**config.mk**
```make
export PLATFORM = sky130hd
export DESIGN_NAME = key_press_gen
export DESIGN_NICKNAME = d
export VERILOG_FILES = /design/src/rtl/key_press_gen_pkg.sv /design/src/rtl/key_seg_timer.sv /design/src/rtl/key_press_gen.sv
export SDC_FILE = /design/constraint.sdc
export NUM_CORES = 1
export LEC_CHECK = 0
export CORE_ASPECT_RATIO = 0.9
export CORE_MARGIN = 10
export CORE_UTILIZATION = 45
export CTS_CLUSTER_DIAMETER = 80
export DETAILED_ROUTE_END_ITERATION = 6
export GPL_ROUTABILITY_DRIVEN = 0
export PLACE_DENSITY = 0.68
export SETUP_SLACK_MARGIN = 0.4
export SKIP_LAST_GASP = 1
export SLEW_MARGIN = 30
export SYNTH_ARGS = -nofsm -noshare
export SYNTH_HDL_FRONTEND = slang
export SYNTH_SLANG_ARGS = --single-unit
```
**constraint.sdc**
```tcl
create_clock -name clk -period 3.4 [get_ports clk]
set_clock_uncertainty 0.2 [all_clocks]
set_input_delay 1.02 -clock clk [delete_from_list [all_inputs] [get_ports clk]]
set_output_delay 1.02 -clock clk [all_outputs]
set_load 0.01 [all_outputs]
```
**src/rtl/key_press_gen_pkg.sv**
```systemverilog
// key_press_gen_pkg
//   Shared definitions for the key press generator and the receiving
//   press counter: FSM state encoding, the press-count modulus and a
//   helper that advances a modulo-PRESS_MOD count.
package key_press_gen_pkg;

    typedef enum logic [2:0] {
        ST_IDLE,
        ST_B_IN,
        ST_HOLD,
        ST_B_OUT,
        ST_GAP
    } kp_state_e;

    localparam int unsigned PRESS_MOD = 10;

    function automatic logic [3:0] next_press(input logic [3:0] cnt);
        return (cnt == 4'(PRESS_MOD - 1)) ? 4'd0 : cnt + 4'd1;
    endfunction

endpackage

```
**src/rtl/key_seg_timer.sv**
```systemverilog
// key_seg_timer
//   Loadable down-counter used for bounce segments, hold and gap timing.
//   Loading N-1 makes zero assert on the N-th cycle after the load edge,
//   i.e. zero marks the last cycle of an N-cycle interval.
// Ports:
//   clk      - system clock, rising edge
//   rst      - synchronous active-high reset (count -> 0)
//   load     - reload the counter with load_val
//   load_val - reload value (interval length minus one)
//   zero     - count has reached zero
module key_seg_timer #(
    parameter int unsigned CNT_W = 24
) (
    input  logic             clk,
    input  logic             rst,
    input  logic             load,
    input  logic [CNT_W-1:0] load_val,
    output logic             zero
);

    logic [CNT_W-1:0] cnt_q, cnt_d;

    always_comb begin
        cnt_d = cnt_q;
        if (load) begin
            cnt_d = load_val;
        end else if (cnt_q != '0) begin
            cnt_d = cnt_q - CNT_W'(1);
        end
    end

    always_ff @(posedge clk) begin
        if (rst) begin
            cnt_q <= '0;
        end else begin
            cnt_q <= cnt_d;
        end
    end

    assign zero = (cnt_q == '0);

endmodule

```
**src/rtl/key_press_gen.sv**
```systemverilog
// key_press_gen
//   Drives an active-low push-button waveform: optional press bounce,
//   stable-low hold, optional release bounce, stable-high gap. Keeps a
//   modulo-10 count of completed holds for cross-checking a debouncer.
// Ports:
//   clk, rst   - clock and synchronous active-high reset
//   start      - request one press (accepted only in IDLE)
//   hold_cyc   - low hold length in cycles (0 treated as 1), latched on start
//   gap_cyc    - high recovery length in cycles (0 skips GAP), latched on start
//   bounce_en  - enable bounce bursts, latched on start
//   key        - registered active-low key line, idles high
//   busy       - registered, high while a press sequence is in progress
//   done       - registered one-cycle pulse on the first cycle back in IDLE
//   press_cnt  - registered completed-hold count, modulo 10
module key_press_gen
    import key_press_gen_pkg::*;
#(
    parameter int unsigned CNT_W        = 24,
    parameter int unsigned BOUNCE_EDGES = 4,
    parameter int unsigned BOUNCE_CYC   = 1000
) (
    input  logic             clk,
    input  logic             rst,
    input  logic             start,
    input  logic [CNT_W-1:0] hold_cyc,
    input  logic [CNT_W-1:0] gap_cyc,
    input  logic             bounce_en,
    output logic             key,
    output logic             busy,
    output logic             done,
    output logic [3:0]       press_cnt
);

    localparam int unsigned      SEG_W    = $clog2(2 * BOUNCE_EDGES) + 1;
    localparam logic [SEG_W-1:0] SEG_LAST = SEG_W'(2 * BOUNCE_EDGES - 1);
    localparam logic [CNT_W-1:0] SEG_LOAD = CNT_W'(BOUNCE_CYC - 1);

    kp_state_e        state_q, state_d;
    logic [SEG_W-1:0] seg_q, seg_d;
    logic [CNT_W-1:0] hold_q, hold_d;
    logic [CNT_W-1:0] gap_q, gap_d;
    logic             ben_q, ben_d;
    logic             key_q, key_d;
    logic             busy_q, busy_d;
    logic             done_q, done_d;
    logic [3:0]       cnt_q, cnt_d;

    logic             tmr_load;
    logic [CNT_W-1:0] tmr_val;
    logic             tmr_zero;

    key_seg_timer #(.CNT_W(CNT_W)) u_timer (
        .clk      (clk),
        .rst      (rst),
        .load     (tmr_load),
        .load_val (tmr_val),
        .zero     (tmr_zero)
    );

    always_comb begin
        state_d  = state_q;
        seg_d    = seg_q;
        hold_d   = hold_q;
        gap_d    = gap_q;
        ben_d    = ben_q;
        cnt_d    = cnt_q;
        tmr_load = 1'b0;
        tmr_val  = '0;

        unique case (state_q)
            ST_IDLE: begin
                if (start) begin
                    hold_d   = hold_cyc;
                    gap_d    = gap_cyc;
                    ben_d    = bounce_en;
                    seg_d    = '0;
                    tmr_load = 1'b1;
                    if (bounce_en) begin
                        state_d = ST_B_IN;
                        tmr_val = SEG_LOAD;
                    end else begin
                        state_d = ST_HOLD;
                        tmr_val = (hold_cyc == '0) ? '0 : hold_cyc - CNT_W'(1);
                    end
                end
            end
            ST_B_IN: begin
                if (tmr_zero) begin
                    tmr_load = 1'b1;
                    if (seg_q == SEG_LAST) begin
                        state_d = ST_HOLD;
                        tmr_val = (hold_q == '0) ? '0 : hold_q - CNT_W'(1);
                    end else begin
                        seg_d   = seg_q + SEG_W'(1);
                        tmr_val = SEG_LOAD;
                    end
                end
            end
            ST_HOLD: begin
                if (tmr_zero) begin
                    cnt_d = next_press(cnt_q);
                    if (ben_q) begin
                        state_d  = ST_B_OUT;
                        seg_d    = '0;
                        tmr_load = 1'b1;
                        tmr_val  = SEG_LOAD;
                    end else if (gap_q != '0) begin
                        state_d  = ST_GAP;
                        tmr_load = 1'b1;
                        tmr_val  = gap_q - CNT_W'(1);
                    end else begin
                        state_d  = ST_IDLE;
                    end
                end
            end
            ST_B_OUT: begin
                if (tmr_zero) begin
                    if (seg_q != SEG_LAST) begin
                        seg_d    = seg_q + SEG_W'(1);
                        tmr_load = 1'b1;
                        tmr_val  = SEG_LOAD;
                    end else if (gap_q != '0) begin
                        state_d  = ST_GAP;
                        tmr_load = 1'b1;
                        tmr_val  = gap_q - CNT_W'(1);
                    end else begin
                        state_d  = ST_IDLE;
                    end
                end
            end
            ST_GAP: begin
                if (tmr_zero) begin
                    state_d = ST_IDLE;
                end
            end
            default: begin
                state_d = ST_IDLE;
            end
        endcase

        // Outputs are registered, so they are decoded from the next state.
        // Press bounce starts low (even segments low); release bounce
        // starts high (even segments high).
        unique case (state_d)
            ST_B_IN:  key_d = seg_d[0];
            ST_HOLD:  key_d = 1'b0;
            ST_B_OUT: key_d = ~seg_d[0];
            default:  key_d = 1'b1;
        endcase
        busy_d = (state_d != ST_IDLE);
        done_d = (state_q != ST_IDLE) && (state_d == ST_IDLE);
    end

    always_ff @(posedge clk) begin
        if (rst) begin
            state_q <= ST_IDLE;
            seg_q   <= '0;
            hold_q  <= '0;
            gap_q   <= '0;
            ben_q   <= 1'b0;
            key_q   <= 1'b1;
            busy_q  <= 1'b0;
            done_q  <= 1'b0;
            cnt_q   <= '0;
        end else begin
            state_q <= state_d;
            seg_q   <= seg_d;
            hold_q  <= hold_d;
            gap_q   <= gap_d;
            ben_q   <= ben_d;
            key_q   <= key_d;
            busy_q  <= busy_d;
            done_q  <= done_d;
            cnt_q   <= cnt_d;
        end
    end

    assign key       = key_q;
    assign busy      = busy_q;
    assign done      = done_q;
    assign press_cnt = cnt_q;

endmodule

```
Word level (Yosys, flattened, before mapping) --
Cells that the tools add are included.
Word-level totals: input bits 52, register bits 87, word-level logic and storage cells 93, output and inout port bits 7
Operators by class: bitwise gates (word level) 1, equality and inequality tests 17, muxes and demuxes 43, reductions and logical operators 15, add/sub/neg operators 6
Operators by type and width (count):
- $mux 24 | 13
- $pmux 24 s4 | 1
- $sub 24x1->24 const B | 4
- $logic_not 24->1 | 3
- $reduce_bool 24->1 | 2
- $mux 4 | 8
- $mux 3 | 9
- $pmux 4 s4 | 1
- $pmux 3 s5 | 1
- $ne 2x2->1 const B | 7
- $eq 3x2->1 const B | 4
- $add 4x1->4 const B | 2
- $reduce_and 8->1 | 1
- $mux 1 | 7
- $eq 3x1->1 const B | 2
- $logic_not 3->1 | 2
- $reduce_bool 3->1 | 2
- $eq 4x3->1 const B | 1
- $eq 4x4->1 const B | 1
- $ne 4x3->1 const B | 1
- $pmux 1 s4 | 1
- $reduce_and 2->1 | 2
- $reduce_bool 4->1 | 1
- $eq 3x3->1 const B | 1
- 5 further kinds | 5

Longest topological paths before layout --
depth in word-level cells 7, gate-level depth with buffers 10, gate-level depth less buffers 8

Hierarchy --
From an unflattened synthesis, not the netlist that was laid out.
Unflattened totals: cell total of the unflattened synthesis 754, area, all modules 5630.4 µm²
By module, submodules not included:
- key_press_gen | sequential area each 1261.2 µm², area an instance 4314.1 µm², cells each 589, times used 1
- key_seg_timer | sequential area each 480.5 µm², area an instance 1316.3 µm², cells each 165, times used 1

Least setup slack after synthesis --
Ideal clock, no wire load.
kind input-to-reg, start in hold_cyc[4], end reg u_timer.cnt_q[16], required time 3080 ps, data arrival time 2873 ps, setup slack 207 ps, library setup time 120 ps, cell stages on the path 7, path buffers 1, path through clkbuf_1 nor4_2 nand4b_1 nor4_1 xor2_1 a22o_1 o31a_1
On the way: longest elaborated chain between the ends 6, elaborated cells on any way between the ends 7, those cells by class 1 x add/sub; 5 x mux; 1 x reduce/logical
Ends and longest elaborated chain:
- start, declared | RTL line key_press_gen.sv:25 | input logic [CNT_W-1:0] hold_cyc,
- $sub 24x1->24 / $logic_not 24->1 (equally long branches) | RTL line key_press_gen.sv:83 | tmr_val = (hold_cyc == '0) ? '0 : hold_cyc - CNT_W'(1);
- $mux 24 (*) | RTL line key_press_gen.sv:83
- $mux 24 (*) | RTL line key_press_gen.sv:78 | if (bounce_en) begin
- $mux 24 (*) | RTL line key_press_gen.sv:72 | if (start) begin
- $pmux 24 s4 (*) | RTL line key_press_gen.sv:70 | unique case (state_q)
- $mux 24 (*) | RTL line key_seg_timer.sv:25 | if (load) begin
- end signal, assigned | RTL line key_seg_timer.sv:36 | cnt_q <= cnt_d;
- end, declared | RTL line key_seg_timer.sv:21 | logic [CNT_W-1:0] cnt_q, cnt_d;
Mark *: on every way between the ends. The rest lies on a longest branch, timed or not. A chain may end at the register's enable or synchronous reset.

Worst setup path after layout --
start in hold_cyc[1], end reg u_timer.cnt_q[18]
Same word-level chain as after synthesis.

==> summary.md <==
| Metric | Value |
|---|---|
| Outcome | `finished, final reports clean` |
| Synth-to-Final Area Change | `27.7%` |
| Root buf cell | `clkbuf_16` |
| Global route total overflow | `0` |
| VDD IR max | `0.281 mV` |
| Via density per instance | `6.08` |
| # Max-Cap Violations | `0` |
| Vias | `6,086` |
| Hold Vio Cnt, Final | `0` |
| Worst Hold Margin | `0.282 ns` |
| Core Area | `12,200 um^2` |
| I/O Pins | `59` |
| Most common flop cell mapped by yosys | `dfxtp_1` |
| Cell family with most CP delay | `simple AND/OR/NAND/NOR gates` |
| First-pass GRT wire length | `29,200 um` |
| Clk slew on worst S/H paths | `0.07 ns` |
| Chip height | `126 um` |
| Leakage power | `2.74 nW` |
| Iteration count of the initial detailed-routing pass | `7` |
| Final std cells w/o fill | `1,001` |
| Crit-path max FO | `6` |
| Setup TNS | `0 ns` |
| Power density cells | `467 nW/um^2` |
| Synth warnings | `0` |
| CTS tree | `yes` |
| Power Total | `3.36 mW` |
| Largest net degree at the start of global routing | `51` |
| Vias in the first global route | `5,607` |
| Layout net count | `897` |
| Asr flop ratio synth | `0` |
| Slowest stage delay, CP | `0.47 ns` |
| Starting DRC count in detailed routing | `667` |
| Input/output buffers | `58` |
| Hold Crit Class | `flop to flop` |
| Cell Area, Placed | `6620 um^2` |
| Slowest stage cell, crit path | `clkdlybuf4s50_1` |
| Maximum clock frequency | `340 MHz` |
| Synth Cell Area | `5630 um^2` |
| Final wirelength | `18,900 um` |
| Crit-path cells | `clkdlybuf4s50_1, inv_2, ha_1, nor4b_2, nand4b_1, nor2_2, nor2_4, buf_4, a22oi_1, a31oi_1` |
| Synth Register Bits | `87` |
| Syn Inst Count | `751` |
| Crit path buffers/inverters | `3` |
| Synth Net Count | `812` |
| Post-route ant nets | `0` |
| Tmin final | `2.95 ns` |
| Netlist cell types | `64` |
| CTS Buffer Depth | `2` |
| Clock Latency Late Sink | `0.36 ns` |
| GRT Util Overall | `0.208` |
| Normalized max-slew margin | `0.439` |
| Antenna cells | `0` |
| Hold-fix buffers, CTS | `0` |
| Per-cell routed wire length | `18.9 um` |
| CTS Sinks | `87` |
| Placed cell count | `975` |
| Critical path type | `primary input to flop` |
| Crit start category | `primary input` |
| Worst Max-Slew Pin Slew | `0.841 ns` |
| Antenna violations before repair | `0` |
| HPWL Detailed | `13,800 um` |
| Starting Density | `0.463` |
| CTS H-tree depth | `3` |
| EDFF count, synth | `0` |
| CP required | `3.39 ns` |
| Residual DRC | `0` |
| Slew Limit Fails | `0` |
| Finished Cell Area | `7200 um^2` |
| Fin crit share | `0.866` |
| Die X | `138 um` |
| Sequential area share after synthesis | `0.309` |
| Die area | `17,400 um^2` |
| Syn avg cell area | `7.50 um^2` |
| Crit. End Element | `flop` |
| Share of cells above drive strength 1 | `0.143` |
| RSZ-0062 raised after global routing | `yes` |
| Total CTS buffers | `9` |
| Final setup vio count | `0` |
| Row cnt | `38` |
| # fillers | `1,132` |
| Worst Path Arrival | `2.94 ns` |
## state kept, by name (all words and copies together) (netlist names)
signal,flops
seg_q,4
key,1
done,1
u_timer.cnt_q,24
ben_q,1
press_cnt,4
hold_q,24
busy,1
state_q,3
gap_q,24
## tightest hold or removal path: stages (launching register included)
cell,delay (ns)
dfxtp_1,0.33
nand2_1,0.06
a21oi_1,0.05
## layout by cell type, fill, tap and decap left out, types with 8 or more instances in the layout
cell type        count
a31oi_1             14
xor2_1              52
nor4_1              17
nand4_1              9
o21ai_0             21
xnor2_1             26
inv_1                8
clkdlybuf4s50_1     50
or4_1               14
buf_4               52
nor2_1              47
nand2_1            146
ha_1                 9
nor3_1              27
nand3_1             15
clkbuf_16            9
dfxtp_1             87
a21oi_1             82
## layout make-up
cell class	instances	area, um^2	share of cell area
Timing Repair Buffer	112	1010	0.141
Clock inverter	5	81.3	0.0113
Inverter	10	37.5	0.00522
Clock buffer	11	243	0.0337
Tap cell	160	200	0.0278
Multi-Input combinational cell	616	3880	0.539
Sequential cell	87	1740	0.242
## synthesized netlist by cell type, types with 5 or more instances
cell / instances / area [um^2]
inv_1: 10 / 37.5
nor2b_1: 5 / 31.3
a221oi_1: 7 / 61.3
xnor2_1: 26 / 228
a21o_1: 6 / 45.0
nand3_1: 15 / 75.1
a211oi_1: 7 / 52.6
a22oi_1: 7 / 52.6
a21oi_1: 83 / 415
xor2_1: 52 / 455
ha_1: 9 / 113
nand4b_1: 7 / 61.3
buf_2: 6 / 30.0
or3_1: 8 / 50.1
nor3_1: 29 / 145
nor4b_1: 5 / 43.8
nor2_1: 52 / 195
nand2b_1: 6 / 37.5
clkbuf_1: 30 / 113
nand2_1: 146 / 548
nand4_1: 9 / 56.3
nor4_1: 22 / 138
nor3b_1: 7 / 52.6
o31ai_1: 5 / 37.5
dfxtp_1: 87 / 1740
o21ai_0: 21 / 105
or4_1: 16 / 120
a31oi_1: 14 / 87.6
## kinds of logic (layout without fill, tap and decap cells)
kind of cell             after synthesis  in the layout  synth area share
AO/OA/AOI/OAI                        174            175             0.190
XOR/XNOR                              78             78             0.121
adder cells (fa/ha/maj)                9              9            0.0200
buffers and inverters                 49            138            0.0353
flip-flops                            87             87             0.309
multiplexers                           2              2           0.00355
AND/OR/NAND/NOR                      352            352             0.321
## metal layers
metal	track usage	up-vias	wire, um
met5	0	-	0
met4	0.0687	0	658
met3	0.0560	64	1700
met2	0.321	320	8510
met1	0.274	2819	8060
li1	-	2883	-
## where the power goes
part	internal (mW)	total (mW)	leakage (nW)	switching, mW
Combinational	0.431	1.05	1.87	0.621
Sequential	1.11	1.22	0.714	0.109
Clock	0.664	1.09	0.156	0.430
Total	2.20	3.36	2.74	1.16
## worst paths after layout
kind,startpoint,endpoint,slack [ns],depth (start not counted)
setup / recovery,hold_cyc[1],u_timer.cnt_q[18]$_SDFFE_PP0P_,0.45,10
hold / removal,gap_q[7]$_SDFFE_PP0P_,gap_q[7]$_SDFFE_PP0P_,0.28,2
setup reg to reg,u_timer.cnt_q[0]$_SDFFE_PP0P_,u_timer.cnt_q[8]$_SDFFE_PP0P_,0.46,9
hold reg to reg,gap_q[7]$_SDFFE_PP0P_,gap_q[7]$_SDFFE_PP0P_,0.28,2
## metrics by stage
step / setup WS [ns] / util
after floorplan: 0.413 / -
after global routing: 0.355 / 0.591
after global placement: 0.0897 / 0.544
after detailed placement: 0.0524 / 0.544
final: 0.455 / 0.591
after CTS: 0.424 / 0.572
## repair_timing
item / CTS / global route
gates cloned: 0 / 1
setup buffers: 2 / 7
gates resized for setup: 2 / 40
pin swaps: 0 / 14
setup endpoints to repair: 20 / 27
No activity file was read; power rests on OpenSTA's default activity.
